--- src/rtl/img_rsz_frm_arb_if.sv ---
// ---------------------------------------------------------------------------
// img_rsz_frm_arb_if
// Bundle of every non-clock, non-reset signal of the frame arbiter.
//   Src*          : per-source pixel streams, flattened (source i at [i*W +: W])
//   SrcPxlRdy     : per-source ready back to the sources
//   Pxl*/Img*     : muxed stream and latched frame size towards the resizer
//   PxlRdy        : ready from the resizer
//   RszImgComp    : resizer finished the current frame (1-cycle pulse)
//   GntIdx/Busy/ArbErr : status
// Modports:
//   master : the arbiter itself (drives readies, muxed stream and status)
//   slave  : the surroundings (sources plus resizer)
// ---------------------------------------------------------------------------
interface img_rsz_frm_arb_if #(
    parameter int SRC_NUM          = 4,
    parameter int IMG_WIDTH_IDX_W  = 11,
    parameter int IMG_HEIGHT_IDX_W = 11,
    parameter int PXL_W            = 24,
    parameter int SRC_IDX_W        = $clog2(SRC_NUM)
);
    logic [SRC_NUM*PXL_W-1:0]            SrcPxlData;
    logic [SRC_NUM*IMG_WIDTH_IDX_W-1:0]  SrcPxlX;
    logic [SRC_NUM*IMG_HEIGHT_IDX_W-1:0] SrcPxlY;
    logic [SRC_NUM*IMG_WIDTH_IDX_W-1:0]  SrcImgWidth;
    logic [SRC_NUM*IMG_HEIGHT_IDX_W-1:0] SrcImgHeight;
    logic [SRC_NUM-1:0]                  SrcPxlVld;
    logic [SRC_NUM-1:0]                  SrcPxlRdy;
    logic [PXL_W-1:0]                    PxlData;
    logic [IMG_WIDTH_IDX_W-1:0]          PxlX;
    logic [IMG_HEIGHT_IDX_W-1:0]         PxlY;
    logic [IMG_WIDTH_IDX_W-1:0]          ImgWidth;
    logic [IMG_HEIGHT_IDX_W-1:0]         ImgHeight;
    logic                                PxlVld;
    logic                                PxlRdy;
    logic                                RszImgComp;
    logic [SRC_IDX_W-1:0]                GntIdx;
    logic                                Busy;
    logic                                ArbErr;

    modport master (
        input  SrcPxlData, SrcPxlX, SrcPxlY, SrcImgWidth, SrcImgHeight, SrcPxlVld,
        output SrcPxlRdy,
        output PxlData, PxlX, PxlY, ImgWidth, ImgHeight, PxlVld,
        input  PxlRdy, RszImgComp,
        output GntIdx, Busy, ArbErr
    );

    modport slave (
        output SrcPxlData, SrcPxlX, SrcPxlY, SrcImgWidth, SrcImgHeight, SrcPxlVld,
        input  SrcPxlRdy,
        input  PxlData, PxlX, PxlY, ImgWidth, ImgHeight, PxlVld,
        output PxlRdy, RszImgComp,
        input  GntIdx, Busy, ArbErr
    );
endinterface

--- src/rtl/img_rsz_frm_arb.sv ---
// ---------------------------------------------------------------------------
// img_rsz_frm_arb
// Frame-granular arbiter sharing one resizer pixel path between SRC_NUM
// sources. A source is granted for a whole frame; its stream is muxed
// combinationally onto the resizer input and its frame size is latched at
// grant time. After the last pixel handshake the arbiter waits for the
// resizer's RszImgComp before picking the next source.
// Ports:
//   Clk    : clock
//   Reset  : asynchronous, active-high reset
//   bus    : img_rsz_frm_arb_if.master (sources, resizer side, status)
// Build option:
//   IMG_RSZ_ARB_STRICT_PRIO_EN : fixed priority (lowest index wins) instead of
//                                round-robin; no rotating pointer exists then.
// ---------------------------------------------------------------------------
module img_rsz_frm_arb #(
    parameter int SRC_NUM          = 4,
    parameter int IMG_WIDTH_IDX_W  = 11,
    parameter int IMG_HEIGHT_IDX_W = 11,
    parameter int PXL_W            = 24,
    parameter int SRC_IDX_W        = $clog2(SRC_NUM)
) (
    input logic             Clk,
    input logic             Reset,
    img_rsz_frm_arb_if.master bus
);
    typedef enum logic [1:0] {ST_IDLE, ST_GRANT, ST_DRAIN} state_t;

    state_t                      state_q, state_d;
    logic [SRC_IDX_W-1:0]        gnt_idx_q, gnt_idx_d;
    logic [IMG_WIDTH_IDX_W-1:0]  img_width_q, img_width_d;
    logic [IMG_HEIGHT_IDX_W-1:0] img_height_q, img_height_d;
    logic [IMG_WIDTH_IDX_W-1:0]  hor_cnt_q, hor_cnt_d;
    logic [IMG_HEIGHT_IDX_W-1:0] ver_cnt_q, ver_cnt_d;
    logic                        arb_err_q, arb_err_d;
`ifndef IMG_RSZ_ARB_STRICT_PRIO_EN
    logic [SRC_IDX_W-1:0]        rr_ptr_q, rr_ptr_d;
`endif

    // Unflattened per-source views, indexable by the grant index.
    logic [PXL_W-1:0]            src_data [SRC_NUM];
    logic [IMG_WIDTH_IDX_W-1:0]  src_x    [SRC_NUM];
    logic [IMG_HEIGHT_IDX_W-1:0] src_y    [SRC_NUM];
    logic [IMG_WIDTH_IDX_W-1:0]  src_w    [SRC_NUM];
    logic [IMG_HEIGHT_IDX_W-1:0] src_h    [SRC_NUM];

    generate
        for (genvar gi = 0; gi < SRC_NUM; gi++) begin : g_unpack
            assign src_data[gi] = bus.SrcPxlData[gi*PXL_W +: PXL_W];
            assign src_x[gi]    = bus.SrcPxlX[gi*IMG_WIDTH_IDX_W +: IMG_WIDTH_IDX_W];
            assign src_y[gi]    = bus.SrcPxlY[gi*IMG_HEIGHT_IDX_W +: IMG_HEIGHT_IDX_W];
            assign src_w[gi]    = bus.SrcImgWidth[gi*IMG_WIDTH_IDX_W +: IMG_WIDTH_IDX_W];
            assign src_h[gi]    = bus.SrcImgHeight[gi*IMG_HEIGHT_IDX_W +: IMG_HEIGHT_IDX_W];
        end
    endgenerate

    // Winner search. Offsets are scanned from the far end so that the
    // nearest requester to the start point is the one left in win_idx.
    logic                 win_found;
    logic [SRC_IDX_W-1:0] win_idx;
    logic [SRC_IDX_W:0]   cand_sum;
    logic [SRC_IDX_W-1:0] cand;

    always_comb begin
        win_found = 1'b0;
        win_idx   = '0;
        cand_sum  = '0;
        cand      = '0;
        for (int k = SRC_NUM - 1; k >= 0; k--) begin
`ifdef IMG_RSZ_ARB_STRICT_PRIO_EN
            cand_sum = (SRC_IDX_W+1)'(k);
`else
            cand_sum = {1'b0, rr_ptr_q} + (SRC_IDX_W+1)'(k);
            if (cand_sum >= (SRC_IDX_W+1)'(SRC_NUM)) begin
                cand_sum = cand_sum - (SRC_IDX_W+1)'(SRC_NUM);
            end
`endif
            cand = cand_sum[SRC_IDX_W-1:0];
            if (bus.SrcPxlVld[cand]) begin
                win_found = 1'b1;
                win_idx   = cand;
            end
        end
    end

    logic [SRC_NUM-1:0] src_rdy;
    logic               pxl_vld;
    logic               last_pxl;
    logic               hor_last;

    assign hor_last = (hor_cnt_q == img_width_q - IMG_WIDTH_IDX_W'(1));
    assign last_pxl = hor_last && (ver_cnt_q == img_height_q - IMG_HEIGHT_IDX_W'(1));

    always_comb begin
        state_d      = state_q;
        gnt_idx_d    = gnt_idx_q;
        img_width_d  = img_width_q;
        img_height_d = img_height_q;
        hor_cnt_d    = hor_cnt_q;
        ver_cnt_d    = ver_cnt_q;
`ifndef IMG_RSZ_ARB_STRICT_PRIO_EN
        rr_ptr_d     = rr_ptr_q;
`endif
        // A completion is only legitimate while draining; the last-pixel
        // cycle itself is still GRANT and therefore also flagged.
        arb_err_d    = bus.RszImgComp && (state_q != ST_DRAIN);
        pxl_vld      = 1'b0;
        src_rdy      = '0;

        case (state_q)
            ST_IDLE: begin
                if (win_found) begin
                    state_d      = ST_GRANT;
                    gnt_idx_d    = win_idx;
                    img_width_d  = src_w[win_idx];
                    img_height_d = src_h[win_idx];
                    hor_cnt_d    = '0;
                    ver_cnt_d    = '0;
`ifndef IMG_RSZ_ARB_STRICT_PRIO_EN
                    if (win_idx == SRC_IDX_W'(SRC_NUM - 1)) begin
                        rr_ptr_d = '0;
                    end else begin
                        rr_ptr_d = win_idx + SRC_IDX_W'(1);
                    end
`endif
                end
            end
            ST_GRANT: begin
                pxl_vld            = bus.SrcPxlVld[gnt_idx_q];
                src_rdy[gnt_idx_q] = bus.PxlRdy;
                if (pxl_vld && bus.PxlRdy) begin
                    if (last_pxl) begin
                        state_d = ST_DRAIN;
                    end
                    if (hor_last) begin
                        hor_cnt_d = '0;
                        ver_cnt_d = ver_cnt_q + IMG_HEIGHT_IDX_W'(1);
                    end else begin
                        hor_cnt_d = hor_cnt_q + IMG_WIDTH_IDX_W'(1);
                    end
                end
            end
            ST_DRAIN: begin
                if (bus.RszImgComp) begin
                    state_d = ST_IDLE;
                end
            end
            default: state_d = ST_IDLE;
        endcase
    end

    always_ff @(posedge Clk or posedge Reset) begin
        if (Reset) begin
            state_q      <= ST_IDLE;
            gnt_idx_q    <= '0;
            img_width_q  <= '1;
            img_height_q <= '1;
            hor_cnt_q    <= '0;
            ver_cnt_q    <= '0;
            arb_err_q    <= 1'b0;
`ifndef IMG_RSZ_ARB_STRICT_PRIO_EN
            rr_ptr_q     <= '0;
`endif
        end else begin
            state_q      <= state_d;
            gnt_idx_q    <= gnt_idx_d;
            img_width_q  <= img_width_d;
            img_height_q <= img_height_d;
            hor_cnt_q    <= hor_cnt_d;
            ver_cnt_q    <= ver_cnt_d;
            arb_err_q    <= arb_err_d;
`ifndef IMG_RSZ_ARB_STRICT_PRIO_EN
            rr_ptr_q     <= rr_ptr_d;
`endif
        end
    end

    // Stream outputs decode from the current state, so an asynchronous reset
    // drops them in the same cycle.
    assign bus.SrcPxlRdy = src_rdy;
    assign bus.PxlVld    = pxl_vld;
    assign bus.PxlData   = src_data[gnt_idx_q];
    assign bus.PxlX      = src_x[gnt_idx_q];
    assign bus.PxlY      = src_y[gnt_idx_q];
    assign bus.ImgWidth  = img_width_q;
    assign bus.ImgHeight = img_height_q;
    assign bus.GntIdx    = gnt_idx_q;
    assign bus.Busy      = (state_q != ST_IDLE);
    assign bus.ArbErr    = arb_err_q;
endmodule

--- src/flat_wrapper.sv ---
// flat-port wrapper written by rule: the top's interface ports become plain ports
module img_rsz_frm_arb_flat 
#(
    parameter int SRC_NUM          = 4,
    parameter int IMG_WIDTH_IDX_W  = 11,
    parameter int IMG_HEIGHT_IDX_W = 11,
    parameter int PXL_W            = 24,
    parameter int SRC_IDX_W        = $clog2(SRC_NUM)
)
  (Clk, Reset, bus_SrcPxlData, bus_SrcPxlX, bus_SrcPxlY, bus_SrcImgWidth, bus_SrcImgHeight, bus_SrcPxlVld, bus_SrcPxlRdy, bus_PxlData, bus_PxlX, bus_PxlY, bus_ImgWidth, bus_ImgHeight, bus_PxlVld, bus_PxlRdy, bus_RszImgComp, bus_GntIdx, bus_Busy, bus_ArbErr);
  img_rsz_frm_arb_if #(.SRC_NUM(SRC_NUM), .IMG_WIDTH_IDX_W(IMG_WIDTH_IDX_W), .IMG_HEIGHT_IDX_W(IMG_HEIGHT_IDX_W), .PXL_W(PXL_W), .SRC_IDX_W(SRC_IDX_W)) bus_i ();
  input logic Clk;
  input logic Reset;
  input wire logic [$bits(bus_i.SrcPxlData)-1:0] bus_SrcPxlData;
  input wire logic [$bits(bus_i.SrcPxlX)-1:0] bus_SrcPxlX;
  input wire logic [$bits(bus_i.SrcPxlY)-1:0] bus_SrcPxlY;
  input wire logic [$bits(bus_i.SrcImgWidth)-1:0] bus_SrcImgWidth;
  input wire logic [$bits(bus_i.SrcImgHeight)-1:0] bus_SrcImgHeight;
  input wire logic [$bits(bus_i.SrcPxlVld)-1:0] bus_SrcPxlVld;
  output wire logic [$bits(bus_i.SrcPxlRdy)-1:0] bus_SrcPxlRdy;
  output wire logic [$bits(bus_i.PxlData)-1:0] bus_PxlData;
  output wire logic [$bits(bus_i.PxlX)-1:0] bus_PxlX;
  output wire logic [$bits(bus_i.PxlY)-1:0] bus_PxlY;
  output wire logic [$bits(bus_i.ImgWidth)-1:0] bus_ImgWidth;
  output wire logic [$bits(bus_i.ImgHeight)-1:0] bus_ImgHeight;
  output wire logic [$bits(bus_i.PxlVld)-1:0] bus_PxlVld;
  input wire logic [$bits(bus_i.PxlRdy)-1:0] bus_PxlRdy;
  input wire logic [$bits(bus_i.RszImgComp)-1:0] bus_RszImgComp;
  output wire logic [$bits(bus_i.GntIdx)-1:0] bus_GntIdx;
  output wire logic [$bits(bus_i.Busy)-1:0] bus_Busy;
  output wire logic [$bits(bus_i.ArbErr)-1:0] bus_ArbErr;
  assign bus_i.SrcPxlData = bus_SrcPxlData;
  assign bus_i.SrcPxlX = bus_SrcPxlX;
  assign bus_i.SrcPxlY = bus_SrcPxlY;
  assign bus_i.SrcImgWidth = bus_SrcImgWidth;
  assign bus_i.SrcImgHeight = bus_SrcImgHeight;
  assign bus_i.SrcPxlVld = bus_SrcPxlVld;
  assign bus_SrcPxlRdy = bus_i.SrcPxlRdy;
  assign bus_PxlData = bus_i.PxlData;
  assign bus_PxlX = bus_i.PxlX;
  assign bus_PxlY = bus_i.PxlY;
  assign bus_ImgWidth = bus_i.ImgWidth;
  assign bus_ImgHeight = bus_i.ImgHeight;
  assign bus_PxlVld = bus_i.PxlVld;
  assign bus_i.PxlRdy = bus_PxlRdy;
  assign bus_i.RszImgComp = bus_RszImgComp;
  assign bus_GntIdx = bus_i.GntIdx;
  assign bus_Busy = bus_i.Busy;
  assign bus_ArbErr = bus_i.ArbErr;
  img_rsz_frm_arb #(.SRC_NUM(SRC_NUM), .IMG_WIDTH_IDX_W(IMG_WIDTH_IDX_W), .IMG_HEIGHT_IDX_W(IMG_HEIGHT_IDX_W), .PXL_W(PXL_W), .SRC_IDX_W(SRC_IDX_W)) u_core (.Clk(Clk), .Reset(Reset), .bus(bus_i));
endmodule
--- config.mk ---
export PLATFORM = sky130hd
export DESIGN_NAME = img_rsz_frm_arb_flat
export DESIGN_NICKNAME = d
export VERILOG_FILES = /design/src/rtl/img_rsz_frm_arb_if.sv /design/src/rtl/img_rsz_frm_arb.sv /design/src/flat_wrapper.sv
export SDC_FILE = /design/constraint.sdc
export NUM_CORES = 1
export LEC_CHECK = 0
export ABC_AREA = 1
export CAP_MARGIN = 0
export CORE_AREA = 2 2 166 103
export DETAILED_ROUTE_END_ITERATION = 8
export DIE_AREA = 0 0 168 105
export PLACE_DENSITY = 0.78
export SLEW_MARGIN = 15
export SYNTH_ARGS = -nofsm -noshare
export SYNTH_HDL_FRONTEND = slang
export SYNTH_SLANG_ARGS = --single-unit
--- constraint.sdc ---
create_clock -name Clk -period 2.02 [get_ports Clk]
set_clock_uncertainty 0.05 [all_clocks]
set_input_delay 0.202 -clock Clk [delete_from_list [all_inputs] [get_ports Clk]]
set_output_delay 0.202 -clock Clk [all_outputs]
set_load 0.1 [all_outputs]
After elaboration in Yosys (flattened, before gate mapping)
Cells that the tools add are included.
Storage, ports and cells
  register bits: 51
  input port bits: 280
  output and inout port bits: 77
  word-level logic and storage cells: 111
Cells by class
  add/sub/neg operators: 12
  order comparisons: 12
  equal/unequal tests: 11
  multiplexer cells: 54
  bitwise operators: 3
  reductions and logical operators: 11
Operator list (number)
  2-to-1 mux 11 bit: 13
  binary-select mux 11 bit (select 2 bit): 4
  binary-select mux 24 bit (select 2 bit): 1
  2-to-1 mux 24 bit: 2
  one-hot mux 11 bit (2 select lines): 2
  2-to-1 mux 2 bit: 13
  adder 11 x 1 -> 11 bit, second input constant: 2
  == test 11 bit: 2
  subtractor 11 x 1 -> 11 bit, second input constant: 2
  >= comparator 3 bit, second input constant: 5
  less-than comparator 2 x 3 -> 1 bit, second input constant: 5
  2-to-1 mux 1 bit: 11
  binary-select mux 1 bit (select 2 bit): 5
  != test 2 x 1 -> 1 bit, second input constant: 4
  AND reduction 4 bit: 2
  subtractor 2 x 1 -> 2 bit, second input constant: 4
  adder 2 x 2 -> 3 bit, second input constant: 2
  NOT 2 -> 3 bit: 2
  one-hot mux 2 bit (3 select lines): 1
  AND 4 bit: 1
  == test 2 bit, second input constant: 2
  logical AND 1 bit: 4
  2-to-1 mux 4 bit: 1
  != test 2 bit, second input constant: 2
  other kinds (10): 11

Depth between registers and ports, before layout
Gate-level depths: netlist of run 1.
  word-level depth: 13
  depth in mapped cells: 16
  mapped depth without buffers: 15

Worst setup path before layout of run 1
No wires, ideal clock.
  path kind: flip-flop to output port
  from: reg u_core.gnt_idx_q[1], in the netlist u_core.bus.GntIdx[1]
  to: out bus_SrcPxlRdy[2]
  data arrival time: 3.262 ns
  data required time: 1.768 ns
  path slack: -1.494 ns
  stages on the path, launching flop included: 3
  buffers on the path: 0
  cell sequence: dfrtp_1 -> inv_1 -> nor3_1
On the way
  cells in the longest elaborated chain, start to end: 6
  elaborated cells between the ends (all ways): 7
  classes of those cells: order compare (2); mux (3); bitwise (1); reduce/logical (1)
RTL lines
  start: declaration: line img_rsz_frm_arb.sv:30  | logic [SRC_IDX_W-1:0] gnt_idx_q, gnt_idx_d;
  start signal: assignment: line img_rsz_frm_arb.sv:166  | gnt_idx_q <= gnt_idx_d;
  less-than comparator 2 x 3 -> 1 bit (implied by the code) or >= comparator 2 x 1 -> 1 bit (tied branches): line img_rsz_frm_arb.sv:130  | src_rdy[gnt_idx_q] = bus.PxlRdy;
  logical AND 1 bit (implied by the code): line img_rsz_frm_arb.sv:130
  2-to-1 mux 1 bit (implied by the code): line img_rsz_frm_arb.sv:130
  demux 1 bit (select 2 bit) *
  AND 4 bit (no source line) *
  2-to-1 mux 4 bit *: line img_rsz_frm_arb.sv:110  | case (state_q)
  end: declaration: line flat_wrapper.sv:20  | output wire logic [$bits(bus_i.SrcPxlRdy)-1:0] bus_SrcPxlRdy;
Every way passes the cells marked *; elsewhere a longest branch is shown, timed or not.

Worst setup path after layout of run 1
  from: reg u_core.gnt_idx_q[0], in the netlist u_core.bus.GntIdx[0]
  to: out bus_PxlY[10]
On the way
  cells in the longest elaborated chain, start to end: 4
RTL lines
  NOT 2 -> 3 bit (implied by the code): line img_rsz_frm_arb.sv:184  | assign bus.PxlY = src_y[gnt_idx_q];
  binary-select mux 11 bit (select 2 bit): line img_rsz_frm_arb.sv:184
  2-to-1 mux 11 bit (implied by the code) (2 in series): line img_rsz_frm_arb.sv:184
  end: declaration: line flat_wrapper.sv:23  | output wire logic [$bits(bus_i.PxlY)-1:0] bus_PxlY;
No other way between the ends. The select of a mux whose other input is x is not followed.

==> flow_summary_export.csv, run 1 <==
group,metric,value,unit
global_route,antenna_found_initial,4,
clock_tree,cts_made_buffers,5,
setup_path,critical_path.endpoint_type,"output port",
hold_path,hold_class,"primary input to asynchronous set/reset pin",
logic_synthesis,synth_enable_flop_cells,0,
die,floorplan.initialDensity,0.327,
logic_synthesis,yosys.cell_types.count,34,
logic_synthesis,synth-main-ff-cell,"dfrtp_1",
power,irDropWorstVdd,1.87,mV
outcome,violations,"negative setup slack",
logic_synthesis,ffs_latches_synth,51,
logic_synthesis,netlist_top_cells_count,"nand2_1, inv_1, nand3_1, a22oi_1, nor2_1",
timing,slew_headroom,0.728,
die,die-height,105,um
logic_synthesis,syn-num-nets,1153,
clock_tree,clock_insertion_delay_at_the_later_pin_of_the_skew_report,300,ps
final_layout,finalCoreUtilization,0.774,
setup_path,worstPathRequired,1770,ps
timing,hold-worst-slack,182,ps
global_route,first_global_vias,7599,
die,die-area,0.0176,mm^2
clock_tree,ctsHtreeMaxLevel,2,
final_layout,layout.cell_area.non_filler,0.0124,mm^2
die,row_count,36,
global_route,grt_pass1_wl,44300,um
drt,drt_wl_total,33800,um
timing,setup_violation_total_in_the_final_timing_report,85,
clock_tree,holdBufCountCts,0,
timing,rsz0062_at_grt,"true",
drt,dr.first_iter.drc_count,898,
final_layout,area_delta_synth_final,137,%
clock_tree,tritoncts,"built",
outcome,outcome,"finished with violations",
logic_synthesis,synth_warnings,0,
global_route,grt_start_max_net_pins,47,
timing,final_critical_path_setup_slack,-184,ps
logic_synthesis,yosys.cell_count.top_type,"nand2_1",
final_layout,post_route_cells_drive_above_1_share,0.355,
setup_path,timing.critical_path.arrival,1950,ps
power,power.density,2090,mW/mm^2
die,fp.coreArea,0.0160,mm^2
timing,hold_viol,0,
die,boundary_pin_count,357,
drt,dr_total_vias,8197,
global_route,groute.usage.overall,0.330,
place,post_detailed_placement_half_perimeter_wirelength,23200,um
clock_tree,root_buffer,"clkbuf_16",
place,port_buffers,356,
timing,fin_crit_sh,1.09,
timing,final.min_clock_period,2200,ps
setup_path,crit_path_max_fo,8,
place,detailed_place.area,0.0106,mm^2
final_layout,fillerInstances,1029,
logic_synthesis,ys_async_sr_fraction,1.00,
place,globalplace.congestion,0.934,
clock_tree,cts_sinks,51,
drt,wire_length_per_cell,22.4,um
drt,viasPerCell,5.44,
timing,max_slew.worst_pin.slew,408,ps
power,power.leakage,5.47,nW
timing,maxClockFrequency,454,MHz
logic_synthesis,synthDominantAreaCellType,"nand2_1",
timing,count_of_final_max_slew_check_failures,0,
drt,drt_pre_antenna_iters,7,
logic_synthesis,syn-instance-count,868,
drt,ant_nets,0,
logic_synthesis,synthesis.area_per_instance,6.03,um^2
drt,detail_route.drc_violations,0,
clock_tree,clk_pin_slew,70,ps
die,die_w,168,um
global_route,grt_overflow,0,
logic_synthesis,synth_seq_area_share,0.249,
setup_path,timing.setup.critical_path_class,"register to output port",
setup_path,cp-start-kind,"register",
logic_synthesis,syn_area,0.00523,mm^2
run,max-cap-violations,0,
logic_synthesis,synthTopCellsByArea,"nand2_1, dfrtp_1, dfstp_2",
logic_synthesis,synth_top_area_frac,0.207,
clock_tree,cts_buffer_depth,2,
final_layout,nets,1578,
==> registers in the layout, indices dropped and copies added (netlist names) <==
register,count
u_core.bus.ImgHeight,11
u_core.bus.ImgWidth,11
u_core.hor_cnt_q,11
u_core.ver_cnt_q,11
u_core.bus.GntIdx,2
u_core.rr_ptr_q,2
u_core.state_q,2
u_core.bus.ArbErr,1
==> per-layer routing <==
| layer | vias to the layer above | GRT usage | part of all wire |
|---|---|---|---|
| met3 | 80 | 0.0879 | 0.11 |
| met5 | - | 0 | 0 |
| met2 | 533 | 0.520 | 0.47 |
| met4 | 0 | 0.106 | 0.036 |
| li1 | 3689 | - | - |
| met1 | 3895 | 0.439 | 0.39 |
==> path summary, 6_finish.rpt <==
check / start / endpoint / slack, ps / cells past startpoint
max in group asynchronous: Reset / u_core.bus.ImgHeight[6] / 1140 / 3
min in group Clk: u_core.state_q[0] / u_core.state_q[0] / 460 / 2
hold reg to reg: u_core.state_q[0] / u_core.state_q[0] / 460 / 2
setup / recovery: u_core.bus.GntIdx[0] / bus_PxlY[10] / -180 / 7
setup reg to reg: u_core.bus.ImgWidth[1] / u_core.ver_cnt_q[9] / -180 / 15
hold / removal: Reset / u_core.hor_cnt_q[1] / 180 / 2
==> worst max-delay path, stage by stage, from the launching register on <==
cell	delay, ps
dfrtp_4	560
nand2_4	140
clkinv_8	100
buf_12	140
buf_16	140
a22oi_2	290
nand2_4	90
buf_12	170
==> layout make-up <==
class / count / area (um^2) / area share
clock buffer: 7 / 133 / 0.0107
antenna: 4 / 10.0 / 0.000808
tap: 209 / 262 / 0.0211
clock inverter: 1 / 5.00 / 0.000404
multi-input combinational: 662 / 4700 / 0.379
sequential: 51 / 1340 / 0.108
timing repair inverter: 1 / 11.3 / 0.000910
inverter: 117 / 482 / 0.0389
timing repair buffer: 455 / 5450 / 0.440
==> power by group <==
| part | switching, W | internal, W | total [W] | leakage, nW |
|---|---|---|---|---|
| Combinational | 0.0141 | 0.00854 | 0.0227 | 4.79 |
| Sequential | 0.000699 | 0.00160 | 0.00230 | 0.613 |
| Clock | 0.000390 | 0.000460 | 0.000850 | 0.0679 |
| Total | 0.0152 | 0.0106 | 0.0258 | 5.47 |
==> kinds of logic (layout without fill, tap and decap cells) <==
family | Yosys count | in the layout | share of synthesized area
other cells | 0 | 4 | 0
flops | 51 | 51 | 0.249
fa+ha+maj | 5 | 5 | 0.0120
compound gates | 121 | 121 | 0.163
xor+xnor | 22 | 22 | 0.0368
simple gates | 511 | 514 | 0.418
buf+inv | 158 | 581 | 0.122
==> per-stage QoR <==
stage / TNS, ps / setup slack, ps / instances / power, W
floorplan: -3070 / -172 / 868 / 0.0143
global placement: -4790 / -177 / 1451 / 0.0211
detailed placement: -7770 / -224 / 1451 / 0.0213
CTS: -2350 / -135 / 1476 / 0.0235
global route: -14420 / -307 / 1506 / 0.0266
finish: -7300 / -184 / 1507 / 0.0258
==> what timing repair did <==
| action | in CTS | in global routing |
|---|---|---|
| resized for setup | 113 | 134 |
| endpoints found under the hold margin | 0 | 0 |
| pin swaps | 22 | 47 |
| buffers inserted | 8 | 16 |
| endpoints found under the setup margin | 79 | 98 |
| gates cloned | 9 | 13 |
==> cells in the final DEF (no fill, tap or decap), types with 5 or more instances in the layout <==
cell,n
xnor2_1,5
inv_1,104
or2_2,10
nor2_4,11
dfrtp_1,26
nand2_1,221
nand2_4,46
nand3_4,20
a22oi_2,74
nor2_2,5
dfstp_2,16
nor2_1,51
buf_4,58
buf_6,24
xor2_1,14
o211ai_1,20
inv_4,5
nand4_1,7
dfstp_4,6
clkbuf_16,13
o21ai_0,9
nand2_2,28
buf_12,78
clkdlybuf4s50_1,279
o21ai_1,8
nand3_2,27
or2_0,7
nand3_1,57
nand3b_1,6
Power figures use the tool's default switching activity.
==> inputs of run 2 (changes only) <==
--- a/config.mk
+++ b/config.mk
@@ -7,10 +7,11 @@
 export LEC_CHECK = 0
 export ABC_AREA = 1
 export CAP_MARGIN = 0
-export CORE_AREA = 2 2 166 103
+export CORE_AREA = 5 5 169 106
 export DETAILED_ROUTE_END_ITERATION = 8
-export DIE_AREA = 0 0 168 105
+export DIE_AREA = 0 0 174 111
 export PLACE_DENSITY = 0.78
+export SKIP_CTS_REPAIR_TIMING = 1
 export SLEW_MARGIN = 15
 export SYNTH_ARGS = -nofsm -noshare
 export SYNTH_HDL_FRONTEND = slang
==> run 2 against run 1 <==
The flow still finishes with violations (negative setup slack). Combinational power down 7%. Hold slack improved by 39 ps. Count of clock-buffer cells in the layout grew 1. Non-clock buffer count down 16. Sequential power decreased by 4%. Fmax grew 2.0%. Final cell count fell by 1.5%. Routed wire length shrank 8.1%. Sequential share of layout area increased by 0.73 points. Largest power group unchanged.
==> flow_summary_export.csv, run 2 (synthesis gave the netlist of run 1 again) <==
group,metric,value,unit
outcome,outcome,"finished with violations",
outcome,violations,"negative setup slack",
timing,hold-worst-slack,221,ps
drt,wire_length_per_cell,20.9,um
die,boundary_pin_count,357,
clock_tree,ctsHtreeMaxLevel,2,
drt,detail_route.drc_violations,0,
setup_path,critical_path_buffer_and_inverter_count,4,
place,post_detailed_placement_half_perimeter_wirelength,24300,um
die,row_count,36,
setup_path,crit_path_max_fo,12,
setup_path,critical-path-top-delay-family,"buffers and inverters",
drt,drt_pre_antenna_iters,5,
drt,dr.first_iter.drc_count,718,
global_route,grt_start_max_net_pins,52,
clock_tree,clk_pin_slew,70,ps
die,die-area,0.0193,mm^2
final_layout,finalCoreUtilization,0.723,
clock_tree,clock_insertion_delay_at_the_later_pin_of_the_skew_report,300,ps
global_route,first_global_vias,7163,
setup_path,cp_slowest_cell,"dfrtp_4",
timing,final.min_clock_period,2160,ps
drt,viasPerCell,5.12,
setup_path,critical_path.endpoint_type,"output port",
setup_path,cp_depth,7,
global_route,antenna_found_initial,3,
timing,maxClockFrequency,463,MHz
power,irDropWorstVdd,2.16,mV
setup_path,worst_r2r_path_depth,14,
final_layout,post_route_cells_drive_above_1_share,0.283,
timing,final_critical_path_setup_slack,-140,ps
timing,max_slew.worst_pin.slew,451,ps
final_layout,area_delta_synth_final,122,%
setup_path,timing.setup.critical_path_class,"register to output port",
timing,setup_violation_total_in_the_final_timing_report,87,
clock_tree,cts_sinks,51,
power,power.leakage,5.18,nW
place,port_buffers,356,
clock_tree,tritoncts,"built",
timing,fin_crit_sh,1.07,
drt,ant_nets,0,
final_layout,nets,1558,
timing,hold_viol,0,
setup_path,cp_common_cell,"buf_12",
global_route,grt_overflow,0,
clock_tree,cts_made_buffers,5,
setup_path,worstPathRequired,1770,ps
timing,slew_headroom,0.698,
hold_path,hold_class,"primary input to asynchronous set/reset pin",
global_route,groute.usage.overall,0.281,
global_route,grt_pass1_wl,42400,um
final_layout,final_common_cell,"clkdlybuf4s50_1",
power,power.density,2090,mW/mm^2
die,die-height,111,um
setup_path,timing.critical_path.arrival,1910,ps
place,dp_slack,-275,ps
die,fp.coreArea,0.0160,mm^2
run,max-cap-violations,0,
timing,rsz0062_at_grt,"true",
drt,dr_total_vias,7606,
setup_path,crit_chain,"buf_12 > nor2_4 > buf_4 > clkbuf_16 > a22oi_1 > nand2_4 > buf_12",
clock_tree,root_buffer,"clkbuf_16",
final_layout,most-common-layout-cells,"clkdlybuf4s50_1, nand2_1, inv_1, buf_12, nand3_1",
die,die_w,174,um
setup_path,critical-path-max-stage-delay,510,ps
clock_tree,cts_buffer_depth,2,
timing,count_of_final_max_slew_check_failures,0,
drt,drt_wl_total,31100,um
die,floorplan.initialDensity,0.326,
setup_path,cp-start-kind,"register",
place,globalplace.congestion,0.946,
==> run 2: final timing paths <==
kind / start / to / slack (ps)
min in group Clk: bus_SrcImgHeight[35] / u_core.bus.ImgHeight[2] / 480
worst min register to register: u_core.ver_cnt_q[10] / u_core.ver_cnt_q[10] / 480
worst max register to register: u_core.bus.ImgWidth[1] / u_core.state_q[0] / -110
worst min-delay path: Reset / u_core.hor_cnt_q[9] / 220
max in group asynchronous: Reset / u_core.bus.ImgHeight[7] / 1390
worst max-delay path: u_core.bus.GntIdx[0] / bus_PxlData[11] / -140
==> run 2: final cells by class <==
cell class,count,area (um^2)
diodes,2,5.00
well taps,209,262
multi-input cells,659,4250
clock buffers,8,156
fillers,1222,4440
inverters,117,468
repair buffers,439,5120
flip-flops and latches,51,1340
==> run 2: metal layers <==
metal  routed length, um  vias to the layer above  global-route usage
met5                  11                        -                   0
met2               15100                      346               0.460
met4                 525                        2              0.0606
met1               12700                     3559               0.376
met3                2710                       43              0.0706
li1                    -                     3656                   -
==> run 2: tightest hold or removal path, cell delays in order <==
cell and delay [ps]:
clkdlybuf4s50_1 410, inv_2 70, buf_12 270
==> run 2: through the flow <==
step	setup TNS, ps	cell area (um^2)	cells	power (W)
3_5_place_dp	-8250	10600	1454	0.0212
2_1_floorplan	-3070	5830	868	0.0143
5_1_grt	-14600	11600	1485	0.0252
4_1_cts	-9960	10800	1462	0.0222
3_3_place_gp	-5030	10600	1454	0.0210
6_report	-7290	11600	1485	0.0242
==> run 2: where the power goes <==
part	switching [W]	leakage [nW]	internal, W
sequential	0.000613	0.613	0.00160
clock	0.000402	0.0772	0.000529
combinational	0.0134	4.49	0.00773
total	0.0144	5.18	0.00985
